File: src/rtl/addsub16_seq_ctrl.sv
// rtl/addsub16_seq_ctrl.sv - sequential SLICE-bit add/sub with valid/ready handshakes (optional ADDSUB_OVF_EN)
module addsub16_seq_ctrl #(
    parameter int WIDTH = 16,
    parameter int SLICE = 4
) (
    input  logic             clk,
    input  logic             rst_n,
    input  logic             req_valid,
    output logic             req_ready,
    input  logic [WIDTH-1:0] op_a,
    input  logic [WIDTH-1:0] op_b,
    input  logic             op_sub,
    output logic             res_valid,
    input  logic             res_ready,
    output logic [WIDTH-1:0] result,
    output logic             carry_out,
`ifdef ADDSUB_OVF_EN
    output logic             ovf,
`endif
    output logic             zero
);

    localparam int N  = WIDTH / SLICE;
    localparam int IW = (N > 1) ? $clog2(N) : 1;

    typedef enum logic [1:0] {
        IDLE = 2'd0,
        CALC = 2'd1,
        DONE = 2'd2
    } state_t;

    state_t           state;
    state_t           state_next;
    logic [WIDTH-1:0] a;
    logic [WIDTH-1:0] b_inv;
    logic             carry;
    logic [IW-1:0]    idx;
    logic [SLICE:0]   sum;
    logic [WIDTH-1:0] res_next;
    logic             last;

    assign req_ready = (state == IDLE);
    assign res_valid = (state == DONE);
    assign last      = (idx == IW'(N - 1));

    // One slice of the ripple: current slice of a plus inverted b plus running carry.
    always_comb begin
        sum      = {1'b0, a[int'(idx)*SLICE +: SLICE]}
                 + {1'b0, b_inv[int'(idx)*SLICE +: SLICE]}
                 + {{SLICE{1'b0}}, carry};
        res_next = result;
        res_next[int'(idx)*SLICE +: SLICE] = sum[SLICE-1:0];
    end

    // State register.
    always_ff @(posedge clk or negedge rst_n) begin
        if (!rst_n) begin
            state <= IDLE;
        end else begin
            state <= state_next;
        end
    end

    // Next-state decode: accept, walk N slices, then wait for the consumer.
    always_comb begin
        state_next = state;
        case (state)
            IDLE:    if (req_valid) state_next = CALC;
            CALC:    if (last)      state_next = DONE;
            DONE:    if (res_ready) state_next = IDLE;
            default: state_next = IDLE;
        endcase
    end

    // Operand capture, slice-by-slice result build and flag registration.
    always_ff @(posedge clk or negedge rst_n) begin
        if (!rst_n) begin
            a         <= '0;
            b_inv     <= '0;
            carry     <= 1'b0;
            idx       <= '0;
            result    <= '0;
            carry_out <= 1'b0;
            zero      <= 1'b0;
`ifdef ADDSUB_OVF_EN
            ovf       <= 1'b0;
`endif
        end else begin
            case (state)
                IDLE: begin
                    if (req_valid) begin
                        a     <= op_a;
                        b_inv <= op_b ^ {WIDTH{op_sub}};
                        carry <= op_sub;
                        idx   <= '0;
                    end
                end
                CALC: begin
                    result <= res_next;
                    carry  <= sum[SLICE];
                    if (last) begin
                        carry_out <= sum[SLICE];
                        zero      <= (res_next == '0);
`ifdef ADDSUB_OVF_EN
                        // Same-sign operands giving a different-sign result is
                        // equivalent to carry-into-MSB xor carry-out-of-MSB.
                        ovf <= (a[WIDTH-1] == b_inv[WIDTH-1])
                            && (res_next[WIDTH-1] != a[WIDTH-1]);
`endif
                    end else begin
                        idx <= idx + IW'(1);
                    end
                end
                default: begin
                end
            endcase
        end
    end

endmodule
File: config.mk
export PLATFORM = sky130hd
export DESIGN_NAME = addsub16_seq_ctrl
export DESIGN_NICKNAME = d
export VERILOG_FILES = /design/src/rtl/addsub16_seq_ctrl.sv
export SDC_FILE = /design/constraint.sdc
export NUM_CORES = 1
export LEC_CHECK = 0
export BUFFER_PORTS_ARGS = -buffer_cell sky130_fd_sc_hd__clkbuf_2
export CAP_MARGIN = 0
export CORE_AREA = 2 2 74 76
export CTS_BUF_LIST = sky130_fd_sc_hd__clkbuf_4
export DETAILED_ROUTE_END_ITERATION = 12
export DIE_AREA = 0 0 76 78
export GPL_TIMING_DRIVEN = 0
export PLACE_DENSITY_LB_ADDON = 0.15
export SLEW_MARGIN = 20
export SYNTH_ARGS = -nofsm -noshare
export SYNTH_HDL_FRONTEND = slang
export SYNTH_SLANG_ARGS = --single-unit
File: constraint.sdc
create_clock -name clk -period 7.3 [get_ports clk]
set_input_delay 1.825 -clock clk [delete_from_list [all_inputs] [get_ports clk]]
set_output_delay 1.825 -clock clk [all_outputs]
set_load 0.01 [all_outputs]
**After elaboration in Yosys (flattened, before gate mapping)**

Cells that the tools add are included.

- $add $sub $neg: 4
- Eq/ne operators: 7
- Shift operators: 4
- Muxes and demuxes: 10
- Bitwise operators: 1
- Reductions and logical operators: 8

Operator list:

| kind | number |
|---|---|
| 4-bit negation with 33-bit output | 1 |
| 4-bit by 33-bit variable shift with 16-bit output (first input constant) | 1 |
| 4-bit by 33-bit indexed part select with 16-bit output | 1 |
| 16-bit by 5-bit indexed part select with 4-bit output | 2 |
| 16-bit bitwise mux | 1 |
| 16-bit zero test | 1 |
| 16-bit bitwise XOR | 1 |
| 2-bit two-way mux | 5 |
| 2-bit inequality test (second input constant) | 3 |
| 2-bit one-hot mux with 3 select lines | 1 |
| 2-bit AND reduction | 3 |
| 3-bit AND reduction | 2 |
| 4-bit by 4-bit adder with 5-bit output | 1 |
| 5-bit by 1-bit adder with 5-bit output | 1 |
| 2-bit == test (second input constant) | 2 |
| 2-bit one-hot mux with 2 select lines | 1 |
| 2-bit by 1-bit adder with 2-bit output (second input constant) | 1 |
| 2-bit by 1-bit == test with 1-bit output (second input constant) | 1 |
| 2-bit zero test | 1 |
| 2-bit by 1-bit inequality test with 1-bit output (second input constant) | 1 |
| 1-bit one-hot mux with 2 select lines | 1 |
| 2-bit nonzero test | 1 |
| 1-bit two-way mux | 1 |

- Bits in registers: 55
- Input bits: 37
- Output and inout port bits: 20
- Logic and storage cells: 42

**Depth between registers and ports, before layout**

- Depth after elaboration: 6
- Gate-level depth with buffers: 10

**Worst setup path before layout**

Ideal clock, no wire load.

- Kind: reg2reg
- Start point: register idx[0]
- End point: register zero
- Setup time: 0.122 ns
- Arrival: 2.634 ns
- Data required time: 7.178 ns
- Setup slack: 4.544 ns
- Cell stages (with the launch flop): 10
- Buffers on the path: 2
- Clock period less this slack: 2.756 ns
- Cell sequence: dfrtp_1 buf_6 buf_2 mux4_2 fa_1 inv_1 fa_1 nand2_1 o22ai_1 a32o_1

- Longest elaborated chain between the ends: 6
- Elaborated cells between the ends (all ways): 11
- Classes of those cells: 3 x add/sub; 1 x eq/ne; 4 x shift; 1 x mux; 2 x reduce/logical

RTL lines:

| element | RTL line | RTL |
|---|---|---|
| from (decl) | 37 | `logic [IW-1:0] idx;` |
| from (signal assigned) | 111 | `idx <= idx + IW'(1);` |
| 16-bit by 5-bit indexed part select with 4-bit output (on tied branches) | 48, 49 |  |
| 4-bit by 4-bit adder with 5-bit output | 49 | `+ {1'b0, b_inv[int'(idx)*SLICE +: SLICE]}` |
| 5-bit by 1-bit adder with 5-bit output | 50 | `+ {{SLICE{1'b0}}, carry};` |
| 4-bit by 33-bit indexed part select with 16-bit output | 52 | `res_next[int'(idx)*SLICE +: SLICE] = sum[SLICE-1:0];` |
| 16-bit bitwise mux | 52 |  |
| 16-bit zero test | 103 | `zero <= (res_next == '0);` |
| to (signal assigned) | 103 |  |
| to (decl) | 20 | `output logic zero` |

Several ways; a longest one is shown, not always the timed one.
A chain may end at the register's enable or synchronous reset.

**Final worst setup path**

Same ends and word-level chain as after synthesis.

==> impl_results.md <==
* Remaining antenna violation count after routing at 0
* Area Overhead vs Synth at 16.1%
* Most common library cell in the layout ignoring fill and taps: sky130_fd_sc_hd__dfrtp_1
* Overall die height at 78 um
* Worst Min Path Start: carry_out$_DFFE_PN0P_
* Final setup viols at 0
* Root buffer cell: sky130_fd_sc_hd__clkbuf_4
* Sequential element share of the synthesized area at 49.8%
* Fill cells at 441
* Area after detailed placement at 0.00313 mm2
* Unrepaired setup endpoints after global routing: no
* Share of layout cells above drive strength 1 at 32.8%
* Setup TNS Final at 0 ps
* Starting density of the core at 54.9%
* Insertion delay of the later-clocked pin in the worst-skew pair at 400 ps
* Synthesized area divided by synthesized cell count at 11.4 um2
* Count of synthesis-stage warnings from yosys at 0
* Wire length reported by the detailed router at 5430 um
* Post-synthesis sequential element count at 55
* Total DRC errors in the routed layout at 0
* Summed instance area of the synthesized netlist at 0.00277 mm2
* Row count at 26
* Clock tree from TritonCTS: yes
* Antenna Cells at 0
* First-pass GRT wire length at 9560 um
* Final Wtd Congestion at 0.787
* Post-layout net count at 352
* Hold buffer count at CTS at 0
* Static leakage at 1.49 nW
* Remaining global-route overflow at 0
* Total number of H-tree levels at 2
* Area of the core at 0.00504 mm2
* Transition at the pin with the smallest max-transition slack at 740 ps
* Final core utilization at 63.7%
* Count of mapped cells out of synthesis at 242
* Share of the cycle needed by the critical path after routing at 42.7%
* # IOs at 57
* Cell depth of the worst hold path at 2
* Via Count at 2000
* Fmax at 321 MHz
* Worst EP required at 7580 ps
* Crit path time final at 3110 ps
* Worst setup path class: flip-flop to flip-flop
* GRT Overall Usage at 20.5%
* Total power per unit cell area at 499 mW/mm2
* First drt pass iteration count at 4
* Number of DRC violations after detailed-routing iteration 0 at 119
* Hold Crit Class: flip-flop to flip-flop
* IO buf count at 55
* Antenna violations before repair at 0
* Max Cap Viol at 0
* Max Buffers Root-to-Sink at 2
* Worst clock skew on the final layout at 25.3 ps
* Number of global-route vias before repair at 2039
* Half-perimeter wire length after detailed placement at 4060 um
* Worst Setup Start Kind: flip-flop
* Post-route non-filler standard cell count at 375
* Number of clock sinks seen by CTS at 55
* Run status: finished clean
* Net Count, Synth at 290
* Total clock buffers created by CTS at 5
* Full die area at 0.00593 mm2
* Data arrival time of the critical path at 3400 ps
* Critical Path Start: idx[0]$_DFFE_PN0P_
* Number of slew-limit violations in the final report at 0
* Count of different cell masters after synthesis at 34
* Kind of capture point of the worst setup path: flip-flop
* Die X at 76 um
* Relative max-transition margin at 50.7%
* Post-CTS repair timing setup buffer count at 0
* Drt via density at 5.33
* Maximum fanout encountered on the critical timing path at 10
* Commonest non-fill, non-tap cells in the layout: 55 x sky130_fd_sc_hd__dfrtp_1, 54 x sky130_fd_sc_hd__clkbuf_2, 24 x sky130_fd_sc_hd__nor2_1, 21 x sky130_fd_sc_hd__nand2_1, 19 x sky130_fd_sc_hd__a21oi_1
* Maximum number of pins on one net before global-route repair at 56
* Post-CTS resize count at 0
* Final Hold Violating Endpoints at 0
* PnR Total Power at 0.00160 W
* Routed wire length per instance at 14.5 um
* Start of the worst register-to-register path: idx[0]$_DFFE_PN0P_
* Reg2reg path depth at 9
* Clock slew seen by the registers of the worst setup and hold paths at 150 ps
* Peak supply drop at 260 uV
* Number of cells in the design after placement at 367
* Final design area excluding fillers at 0.00321 mm2
==> metrics by stage <==
stage	worst slack, ps	hold slack [ps]
after floorplan	4540	452
after global placement	4220	472
after detailed placement	4220	479
after CTS	4190	513
after global routing	3990	538
final	4190	506
==> synthesized netlist by cell type, drive strengths merged <==
master	count	area [um2]
mux2i	1	10.0
nor2	24	90.1
clkbuf	1	3.75
xnor2	17	149
buf	11	73.8
o2111ai	1	8.76
a211oi	1	7.51
and2	1	6.26
nor2b	3	26.3
mux2	17	191
o31ai	4	30.0
fa	2	40.0
dfrtp	55	1380
a2bb2oi	1	8.76
ha	9	113
xor2	1	8.76
nand2b	5	33.8
or3	1	6.26
o21ai	9	45.0
mux4	8	180
nor4	4	25.0
a32o	1	10.0
inv	9	33.8
nor3	4	20.0
nand2	21	78.8
a22o	7	61.3
a21o	2	15.0
o22ai	3	18.8
a21oi	19	95.1
==> layout make-up <==
class | instances | area [um2] | share of cell area [%]
Buffer | 12 | 77.6 | 2.41
Clock buffer | 5 | 37.5 | 1.17
Clock inverter | 3 | 43.8 | 1.36
Inverter | 9 | 33.8 | 1.05
Multi-Input combinational cell | 166 | 1280 | 39.8
Sequential cell | 55 | 1380 | 42.8
Tap cell | 70 | 87.6 | 2.73
Timing Repair Buffer | 55 | 278 | 8.64
==> per-layer routing <==
layer,global-route usage (%),wire (um),share of wire (%),vias up
met1,25.6,2380,44,982
met4,6.73,78,1.4,0
met5,0,0,0,-
li1,-,-,-,962
met2,35.9,2730,50,49
met3,4.30,239,4.4,7
==> critical path: stages (launching register included) <==
cell                      delay [ps]
sky130_fd_sc_hd__dfrtp_1         450
sky130_fd_sc_hd__buf_6           180
sky130_fd_sc_hd__buf_2           290
sky130_fd_sc_hd__mux4_2          570
sky130_fd_sc_hd__fa_1            420
sky130_fd_sc_hd__a21o_1          190
sky130_fd_sc_hd__a21oi_1         170
sky130_fd_sc_hd__xnor2_1         320
sky130_fd_sc_hd__o22ai_1         130
sky130_fd_sc_hd__a32o_1          280
==> power by group <==
group / internal, W / total [W] / switching, W
Combinational: 0.000401 / 0.000909 / 0.000508
Sequential: 0.000441 / 0.000523 / 0.0000817
Clock: 0.0000723 / 0.000172 / 0.0000997
Total: 0.000914 / 0.00160 / 0.000689
==> state kept, by name, summed over array words and instances, names as in the netlist <==
signal	count
carry	1
carry_out	1
zero	1
state	2
a	16
result	16
idx	2
b_inv	16
==> path summary, 6_finish.rpt <==
kind	to	slack [ps]
min in group asynchronous	a[13]$_DFFE_PN0P_	1480
max reg2reg	zero$_DFFE_PN0P_	4190
max	zero$_DFFE_PN0P_	4190
min	carry_out$_DFFE_PN0P_	510
min reg2reg	carry_out$_DFFE_PN0P_	510
max in group asynchronous	b_inv[1]$_DFFE_PN0P_	5310
==> kinds of logic after synthesis <==
| group | after synthesis | share of synthesized area [%] |
|---|---|---|
| multiplexers | 26 | 13.8 |
| adder cells (fa/ha/maj) | 11 | 5.52 |
| flip-flops | 55 | 49.8 |
| AO/OA/AOI/OAI | 48 | 10.9 |
| AND/OR/NAND/NOR | 63 | 10.4 |
| buffers and inverters | 21 | 4.03 |
| XOR/XNOR | 18 | 5.70 |
No activity file was read; power rests on OpenSTA's default activity.
